===== src/rtl/atm_pkg.sv =====
// Shared state encoding and default configuration for the ATM session controller.
package atm_pkg;

    typedef enum logic [2:0] {
        ST_IDLE  = 3'd0,
        ST_PIN   = 3'd1,
        ST_MENU  = 3'd2,
        ST_SHOW  = 3'd3,
        ST_WDRAW = 3'd4,
        ST_LOCK  = 3'd5
    } state_e;

    localparam logic [4:0]  CARD_ID_DEF   = 5'b11111;
    localparam logic [3:0]  PIN_REF_DEF   = 4'b1001;
    localparam logic [3:0]  INIT_BAL_DEF  = 4'd12;
    localparam int unsigned MAX_TRIES_DEF = 3;
    localparam logic [8:0]  TIMEOUT_DEF   = 9'd300;

    // States in which the inactivity countdown runs.
    function automatic logic is_active(input state_e s);
        return (s == ST_PIN) || (s == ST_MENU) || (s == ST_SHOW) || (s == ST_WDRAW);
    endfunction

endpackage


===== src/rtl/atm_timeout_cnt.sv =====
// Inactivity down-counter: clear beats load beats decrement; stops at zero.
module atm_timeout_cnt #(
    parameter int unsigned W = 9
) (
    input  logic         clk,
    input  logic         rst_n,
    input  logic         clr,
    input  logic         load,
    input  logic [W-1:0] load_val,
    input  logic         en,
    output logic [W-1:0] cnt,
    output logic         zero
);

    logic [W-1:0] cnt_q, cnt_d;

    always_comb begin
        cnt_d = cnt_q;
        if (clr) begin
            cnt_d = '0;
        end else if (load) begin
            cnt_d = load_val;
        end else if (en && (cnt_q != '0)) begin
            cnt_d = cnt_q - W'(1);
        end
    end

    always_ff @(posedge clk or negedge rst_n) begin
        if (!rst_n) cnt_q <= '0;
        else        cnt_q <= cnt_d;
    end

    assign cnt  = cnt_q;
    assign zero = (cnt_q == '0);

endmodule


===== src/rtl/atm_session_ctrl.sv =====
// ATM session controller: card/PIN login, balance display, withdrawal,
// lockout after repeated wrong PINs, and inactivity timeout.
module atm_session_ctrl
    import atm_pkg::*;
#(
    parameter logic [4:0]  CARD_ID   = CARD_ID_DEF,
    parameter logic [3:0]  PIN_REF   = PIN_REF_DEF,
    parameter logic [3:0]  INIT_BAL  = INIT_BAL_DEF,
    parameter int unsigned MAX_TRIES = MAX_TRIES_DEF,
    parameter logic [8:0]  TIMEOUT   = TIMEOUT_DEF
) (
    input  logic       clk,
    input  logic       rst_n,
    input  logic [4:0] cod,
    input  logic [3:0] pin,
    input  logic [3:0] val,
    input  logic       enter,
    input  logic       sel_op,
    input  logic       cancel,
    output logic [2:0] state,
    output logic [3:0] saldo,
    output logic [8:0] tempo,
    output logic       dispense,
    output logic       err,
    output logic       locked
);

    localparam int unsigned TRIES_W = (MAX_TRIES < 2) ? 1 : $clog2(MAX_TRIES);
    localparam logic [TRIES_W-1:0] LAST_TRY = TRIES_W'(MAX_TRIES - 1);

    state_e               state_q, state_d;
    logic [TRIES_W-1:0]   tries_q, tries_d;
    logic [3:0]           bal_q, bal_d;
    logic                 err_q, err_d;
    logic                 disp_q, disp_d;
    logic                 enter_q;
    logic                 enter_rise;
    logic                 reload;
    logic                 tmo_zero;
    logic                 cnt_clr, cnt_load;

    assign enter_rise = enter & ~enter_q;

    // Event priority: cancel, then timeout, then enter edge; LOCK ignores all.
    always_comb begin
        state_d = state_q;
        tries_d = tries_q;
        bal_d   = bal_q;
        err_d   = 1'b0;
        disp_d  = 1'b0;
        reload  = 1'b0;
        if (state_q == ST_LOCK) begin
            state_d = ST_LOCK;
        end else if (cancel) begin
            state_d = ST_IDLE;
        end else if (is_active(state_q) && tmo_zero) begin
            state_d = ST_IDLE;
        end else if (enter_rise) begin
            reload = 1'b1;
            case (state_q)
                ST_IDLE: begin
                    if (cod == CARD_ID) begin
                        state_d = ST_PIN;
                        tries_d = '0;
                    end else begin
                        err_d = 1'b1;
                    end
                end
                ST_PIN: begin
                    err_d = (pin != PIN_REF);
                    if (pin == PIN_REF) begin
                        state_d = ST_MENU;
                        tries_d = '0;
                    end else if (tries_q >= LAST_TRY) begin
                        state_d = ST_LOCK;
                    end else begin
                        tries_d = tries_q + TRIES_W'(1);
                    end
                end
                ST_MENU:  state_d = sel_op ? ST_WDRAW : ST_SHOW;
                ST_SHOW:  state_d = ST_MENU;
                ST_WDRAW: begin
                    if ((val != '0) && (val <= bal_q)) begin
                        bal_d   = bal_q - val;
                        disp_d  = 1'b1;
                        state_d = ST_MENU;
                    end else begin
                        err_d = 1'b1;
                    end
                end
                default: state_d = ST_IDLE;
            endcase
        end
        if (state_d == ST_IDLE) tries_d = '0;
    end

    always_ff @(posedge clk or negedge rst_n) begin
        if (!rst_n) begin
            state_q <= ST_IDLE;
            tries_q <= '0;
            bal_q   <= INIT_BAL;
            err_q   <= 1'b0;
            disp_q  <= 1'b0;
            enter_q <= 1'b0;
        end else begin
            state_q <= state_d;
            tries_q <= tries_d;
            bal_q   <= bal_d;
            err_q   <= err_d;
            disp_q  <= disp_d;
            enter_q <= enter;
        end
    end

    assign cnt_clr  = !is_active(state_d);
    assign cnt_load = reload || (state_d != state_q);

    atm_timeout_cnt #(
        .W (9)
    ) u_timeout (
        .clk      (clk),
        .rst_n    (rst_n),
        .clr      (cnt_clr),
        .load     (cnt_load),
        .load_val (TIMEOUT),
        .en       (is_active(state_q)),
        .cnt      (tempo),
        .zero     (tmo_zero)
    );

    assign state    = state_q;
    assign saldo    = ((state_q == ST_SHOW) || (state_q == ST_WDRAW)) ? bal_q : '0;
    assign dispense = disp_q;
    assign err      = err_q;
    assign locked   = (state_q == ST_LOCK);

endmodule

===== config.mk =====
export PLATFORM = sky130hd
export DESIGN_NAME = atm_session_ctrl
export DESIGN_NICKNAME = d
export VERILOG_FILES = /design/src/rtl/atm_pkg.sv /design/src/rtl/atm_timeout_cnt.sv /design/src/rtl/atm_session_ctrl.sv
export SDC_FILE = /design/constraint.sdc
export NUM_CORES = 1
export LEC_CHECK = 0
export ABC_AREA = 1
export CORE_MARGIN = 1
export CORE_UTILIZATION = 52
export DETAILED_ROUTE_END_ITERATION = 10
export GPL_TIMING_DRIVEN = 1
export MAX_ROUTING_LAYER = met4
export PLACE_DENSITY = 0.85
export SLEW_MARGIN = 15
export SYNTH_ARGS = -nofsm -noshare
export SYNTH_HDL_FRONTEND = slang
export SYNTH_SLANG_ARGS = --single-unit

===== constraint.sdc =====
create_clock -name clk -period 3.3 [get_ports clk]
set_input_delay 0.33 -clock clk [delete_from_list [all_inputs] [get_ports clk]]
set_output_delay 0.33 -clock clk [all_outputs]
set_load 0.005 [all_outputs]

# ---- Yosys cells after proc, flatten, opt, wreduce, memory -nomap -nowiden
# Cells that the tools add are included.
dict set report totals {
  regBits 21
  latchBits 0
  ramBits 0
  rom_bits 0
  inputBits 18
  wordCells 96
  memories 0
}
dict set report op_classes {
  n_addsub 3
  multipliers 0
  div_mod_pow 0
  magnitude_cmp 2
  n_eq_ne 19
  n_shift 0
  muxes 40
  n_bitwise 5
  reduce_logical 20
}
# operator n
set op_table {}
lappend op_table {{$mux W3} 9}
lappend op_table {{$mux W9} 3}
lappend op_table {{$mux W1} 16}
lappend op_table {{$mux W2} 8}
lappend op_table {{$pmux W3 S5} 1}
lappend op_table {{$eq A3 B2 Y1 const B} 4}
lappend op_table {{$eq A3 B3 Y1 const B} 3}
lappend op_table {{$logic_not A9 Y1} 1}
lappend op_table {{$reduce_bool A9 Y1} 1}
lappend op_table {{$sub A9 B1 Y9 const B} 1}
lappend op_table {{$logic_or A1 B1 Y1} 8}
lappend op_table {{$reduce_and A7 Y1} 1}
lappend op_table {{$eq A3 B1 Y1 const B} 2}
lappend op_table {{$logic_not A3 Y1} 2}
lappend op_table {{$ne A2 B1 Y1 const B} 3}
lappend op_table {{$reduce_and A6 Y1} 1}
lappend op_table {{$eq A5 B5 Y1 const B} 1}
lappend op_table {{$eq A4 B4 Y1 const B} 1}
lappend op_table {{$le A4 B4 Y1} 1}
lappend op_table {{$mux W4} 1}
lappend op_table {{$ne A4 B3 Y1 const B} 1}
lappend op_table {{$ne A4 B4 Y1 const B} 1}
lappend op_table {{$not A1 Y1} 4}
lappend op_table {{$pmux W2 S2} 1}
lappend op_table {{12 further kinds} 14}

# ---- Logic depth before layout (Yosys ltp)
dict set report depth {
  depth_word 13
  depth_mapped 15
}

# ---- Cells and area by module
# A second synthesis with hierarchy kept.
dict set report hier_totals {
  hier_cells 245
  hier_area_um2 1694.1
}
# mod n_inst cells_each area_per_inst_um2 seq_area_each_um2
set modules_own_cells {}
lappend modules_own_cells {atm_session_ctrl 1 141 1011.0 302.8}
lappend modules_own_cells {atm_timeout_cnt 1 104 683.2 225.2}

# ---- Worst setup path before layout
# Ideal clock, no wire load.
dict set report synth_path {
  path_type {reg2reg}
  start {reg bal_q[0]}
  end {reg u_timeout.cnt_q[0] (netlist: u_timeout.cnt[0])}
  setup_ns 0.072
  arrival_ns 1.850
  setup_slack_ns 1.378
  stages_incl_launch_ff 15
  n_path_buf 0
  cell_sequence {dfrtp_1 > inv_1 > ha_1 > fa_1 > nand2_1 > nand2_1 > nand2_1 > nand3_1 > nand3_1 > nand2_2 > nand2_1 > nand3_2 > nor2_4 > nand2_1 > nor2_1}
}
dict set report synth_between {
  elab_chain_cells 13
}
# element line
set synth_lines {}
lappend synth_lines {{from (decl)} atm_session_ctrl.sv:33} ;# logic [3:0] bal_q, bal_d;
lappend synth_lines {{from (signal assigned)} atm_session_ctrl.sv:108} ;# bal_q <= bal_d;
lappend synth_lines {{$le A4 B4 Y1 (*)} atm_session_ctrl.sv:83} ;# if ((val != '0) && (val <= bal_q)) begin
lappend synth_lines {{$logic_and A1 B1 Y1 (*)} atm_session_ctrl.sv:83}
lappend synth_lines {{$mux W3 (*)} atm_session_ctrl.sv:83}
lappend synth_lines {{$pmux W3 S5 (*)} atm_session_ctrl.sv:60} ;# case (state_q)
lappend synth_lines {{$mux W3 (*)} atm_session_ctrl.sv:58} ;# end else if (enter_rise) begin
lappend synth_lines {{$mux W3 (*)} atm_session_ctrl.sv:56} ;# end else if (is_active(state_q) && tmo_zero) begin
lappend synth_lines {{$mux W3 (*)} atm_session_ctrl.sv:54} ;# end else if (cancel) begin
lappend synth_lines {{$mux W3 (*)} atm_session_ctrl.sv:52} ;# if (state_q == ST_LOCK) begin
lappend synth_lines {{$eq A3 B1 Y1 or $eq A3 B2 Y1 (tied branches)} atm_pkg.sv:21} ;# return (s == ST_PIN) || (s == ST_MENU) || (s == ST_SHOW) || (s == ST_WDRAW);
lappend synth_lines {{$logic_or A1 B1 Y1 (3 in a row)} atm_pkg.sv:21}
lappend synth_lines {{$ne A3 B2 Y1 (no line) or $mux W9 (tied branches)} -}
lappend synth_lines {{to (signal assigned)} atm_timeout_cnt.sv:30} ;# else cnt_q <= cnt_d;
lappend synth_lines {{to (decl)} atm_timeout_cnt.sv:15} ;# logic [W-1:0] cnt_q, cnt_d;
# Every way passes the cells marked *; elsewhere a longest branch is shown, timed or not.
# A chain may end at the register's enable or synchronous reset.

# ---- Final worst setup path
dict set report layout_path {
  start {reg state_q[1] (netlist: state[1])}
  end {out saldo[2]}
}
dict set report layout_between {
  elab_chain_cells 3
}
# element line
set layout_lines {}
lappend layout_lines {{from (decl)} atm_session_ctrl.sv:31} ;# state_e state_q, state_d;
lappend layout_lines {{from (signal assigned)} atm_session_ctrl.sv:106} ;# state_q <= state_d;
lappend layout_lines {{$eq A3 B2 Y1 or $eq A3 B3 Y1 (tied branches)} atm_session_ctrl.sv:132} ;# assign saldo = ((state_q == ST_SHOW) || (state_q == ST_WDRAW)) ? bal_q : '0;
lappend layout_lines {{$logic_or A1 B1 Y1 (*)} atm_session_ctrl.sv:132}
lappend layout_lines {{$mux W4 (*)} atm_session_ctrl.sv:132}
lappend layout_lines {{to (decl)} atm_session_ctrl.sv:21} ;# output logic [3:0] saldo,
# Marked as above.

==> metrics.md <==
| Metric | Value |
|---|---|
| VDD IR-drop max | `256 µV` |
| Main synth FF type | `dfrtp_1` |
| HPWL Detailed | `approximately 2600 µm` |
| Critical-path maximum fanout | `11` |
| Tot Pwr | `435 µW` |
| Simple-gate share of the synthesized area | `roughly a third` |
| Num ports | `37` |
| Yosys top cell by area | `dfrtp_1` |
| Post-CTS Setup Repair Bufs | `0` |
| Clock Pin Slew Worst Setup and Hold Paths | `about 120 ps` |
| Die Y | `roughly 54 µm` |
| Adder-cell share of the synthesized area | `between 6 and 7%` |
| Number of global-route vias before repair | `1254` |
| CTS Sinks | `21` |
| Chip width | `between 50 and 60 µm` |
| Slew headroom | `38.7%` |
| Drt initial violations | `40` |
| Worst skew pair latency | `310 ps` |
| DR WL/cell | `roughly 13 µm` |
| R2r endpoint | `u_timeout.cnt[3]$_DFFE_PN0P_` |
| Final Skew | `3.94 ps` |
| Cell Rows | `18` |
| Slew Viols, Final | `0` |
| R2R depth | `13` |
| Initial DRT Pass Iterations | `4` |
| Worst-Margin Slew | `917 ps` |
| Total power divided by cell area | `239 nW/µm²` |
| Port Buffers | `36` |
| Share of cells above drive strength 1 | `10.9%` |
| Remaining antenna violation count | `0` |
| Final RePlAce weighted congestion | `between 0.8 and 0.9` |
| Mapped Nets | `215` |
| GRT Overall Usage | `25.7%` |
| R2r setup slk | `1120 ps` |
| Final setup fails | `0` |
| Critical path type | `reg2out` |
| Worst setup path start | `state[1]$_DFF_PN0_` |
| Placed instance area | `1800 µm²` |
| Fin crit period | `roughly 2400 ps` |
| Worst hold path class | `in2reg` |
| Post-Syn Area | `1410 µm²` |
| Total negative setup slack | `0 ps` |
| Cts hold-fix bufs | `0` |
| RSZ-0062 raised after global routing | `false` |
| Area grow syn2layout | `29.4%` |
| Nets@finish | `between 200 and 300` |
| Seq/Total Area, Yosys | `37.5%` |
| Die Area | `between 2000 and 3000 µm²` |
| # fillers | `216` |
| Max Clk Rate | `417 MHz` |
| Synthesized area per cell | `7.42 µm²` |
| Clk Tree Root Cell | `clkbuf_4` |
| First-pass GRT wire length | `roughly 5200 µm` |
| Mux share of post-synthesis cell area | `0%` |
| Final Cell Area | `1820 µm²` |
| Ys Warns | `0` |
| Top-area cell type share of the netlist area | `between 30 and 40%` |
| Synth top area cells | `dfrtp_1 34%, nand2_1 9.9%, inv_1 7.7%` |
| Gates resized, CTS repair | `0` |
| Critical Path Sink | `saldo[2]` |
| Post-synth EDFFs | `0` |
| Status | `completed` |
| DR vias/cell | `5.40` |
| Core Region | `between 2000 and 3000 µm²` |
| Post-synthesis instance total | `between 150 and 200` |
| Yosys cell types | `28` |
| Pin count of the biggest net entering global routing | `22` |
| CTS Buf Count | `3` |
| Drt drc | `0` |
| Total number of H-tree levels | `1` |
| Hold Crit Start | `enter` |
| Grt ovf | `0` |
| Startpoint types | `flop` |
| Worst endpoint required time | `2970 ps` |
| Leak | `0.000939 µW` |
| Total number of vias | `around 1400` |
| Largest family of logic cells by synthesized area | `simple AND/OR/NAND/NOR gates` |
| Starting density of the core | `55.9%` |
| MaxCap Viol Count | `0` |
| Synth Area in Compound Gates | `under 10%` |
| Hold Vio Cnt, Final | `0` |
| Longest Clk Path Bufs | `2` |
| Antenna violations before repair | `0` |
| Final worst path period share | `72.6%` |
| TritonCTS clock tree | `done` |
| Yosys reg bits | `21` |
| Data arrival, critical path | `2070 ps` |
| Post-Synth XOR/XNOR Area | `4.97%` |
| R2r startpoint | `bal_q[0]$_DFFE_PN0P_` |
| Ant diodes | `0` |
| Async SR Flop Fraction | `100%` |
| Drt total wl | `~3300 µm` |
| CP Capture Type | `output port` |
per-stage QoR:
step	hold WS [ps]	util (%)	std cells	setup slack [ps]
finish	489	72.3	259	904
global route	493	72.3	259	755
CTS	485	72.3	259	902
detailed placement	498	71.2	255	754
global placement	470	71.2	255	815
floorplan	34.4	-	190	1380
critical path: stages, from the launching register on:
cell and delay [ps]:
dfrtp_1 620, nor2_2 80, nand2_1 90, clkinv_1 90
a21oi_1 310, nor2_1 80, clkdlybuf4s50_1 480
placed cells by master (no fill, tap or decap), types with 4 or more instances in the layout:
master / netlist / layout
o21ai_0: 6 / 6
clkdlybuf4s50_1: 0 / 36
nor3_1: 5 / 5
nand2_2: 4 / 4
dfrtp_1: 19 / 19
nand3_1: 17 / 17
nand2_1: 37 / 37
nor2_1: 24 / 24
xnor2_1: 5 / 5
nor2_2: 5 / 5
ha_1: 6 / 6
a21oi_1: 9 / 9
inv_1: 29 / 29
flip-flops by register name (all words and copies together) (netlist names):
| register | cells |
|---|---|
| bal_q | 4 |
| dispense | 1 |
| enter_q | 1 |
| err | 1 |
| state | 3 |
| tries_q | 2 |
| u_timeout.cnt | 9 |
layout make-up:
type / instances / area, µm² / area share (%)
inverter: 33 / 124 / 6.79
sequential: 21 / 528 / 29.0
timing repair buffer: 36 / 360 / 19.8
clock inverter: 1 / 5.00 / 0.275
clock buffer: 3 / 22.5 / 1.24
multi-input combinational: 135 / 746 / 40.9
tap: 30 / 37.5 / 2.06
logic make-up (layout without fill, tap and decap cells):
| family | count (synthesis) | in the layout |
|---|---|---|
| adder cells (fa/ha/maj) | 7 | 7 |
| AO/OA/AOI/OAI | 17 | 17 |
| buffers and inverters | 34 | 73 |
| XOR/XNOR | 8 | 8 |
| AND/OR/NAND/NOR | 103 | 103 |
| flip-flops | 21 | 21 |
Yosys cell counts, types with 2 or more instances:
cell / n
a21oi_1: 9
dfrtp_1: 19
dfstp_2: 2
ha_1: 6
inv_1: 29
inv_2: 3
nand2_1: 37
nand2_2: 4
nand3_1: 17
nand3_2: 2
nand4_1: 3
nor2_1: 24
nor2_2: 5
nor3_1: 5
o21ai_0: 6
xnor2_1: 5
xor2_1: 3
how the worst min path moves through the flow:
stage,cells after the start,endpoint
after global routing,1,enter_q$_DFF_PN0_
after floorplan,0,bal_q[0]$_DFFE_PN0P_
after CTS,1,enter_q$_DFF_PN0_
after global placement,2,bal_q[0]$_DFFE_PN0P_
after detailed placement,2,bal_q[0]$_DFFE_PN0P_
final,1,enter_q$_DFF_PN0_
power by group:
| group | internal [µW] | switching, µW | total (µW) |
|---|---|---|---|
| Combinational | 27.1 | 24.4 | 51.5 |
| Sequential | 258 | 0.211 | 258 |
| Clock | 45.3 | 79.9 | 125 |
| Total | 330 | 105 | 435 |
routing by layer:
| metal | share of wire, % | up-vias | wire (µm) | global-route usage [%] |
|---|---|---|---|---|
| li1 | - | 680 | - | - |
| met1 | 42 | 648 | 1370 | 30.4 |
| met2 | 48 | 55 | 1590 | 41.8 |
| met3 | 6.6 | 15 | 219 | 6.21 |
| met4 | 3.5 | 0 | 117 | 10.7 |
| met5 | 0 | - | 0 | - |
Power figures use the tool's default switching activity.
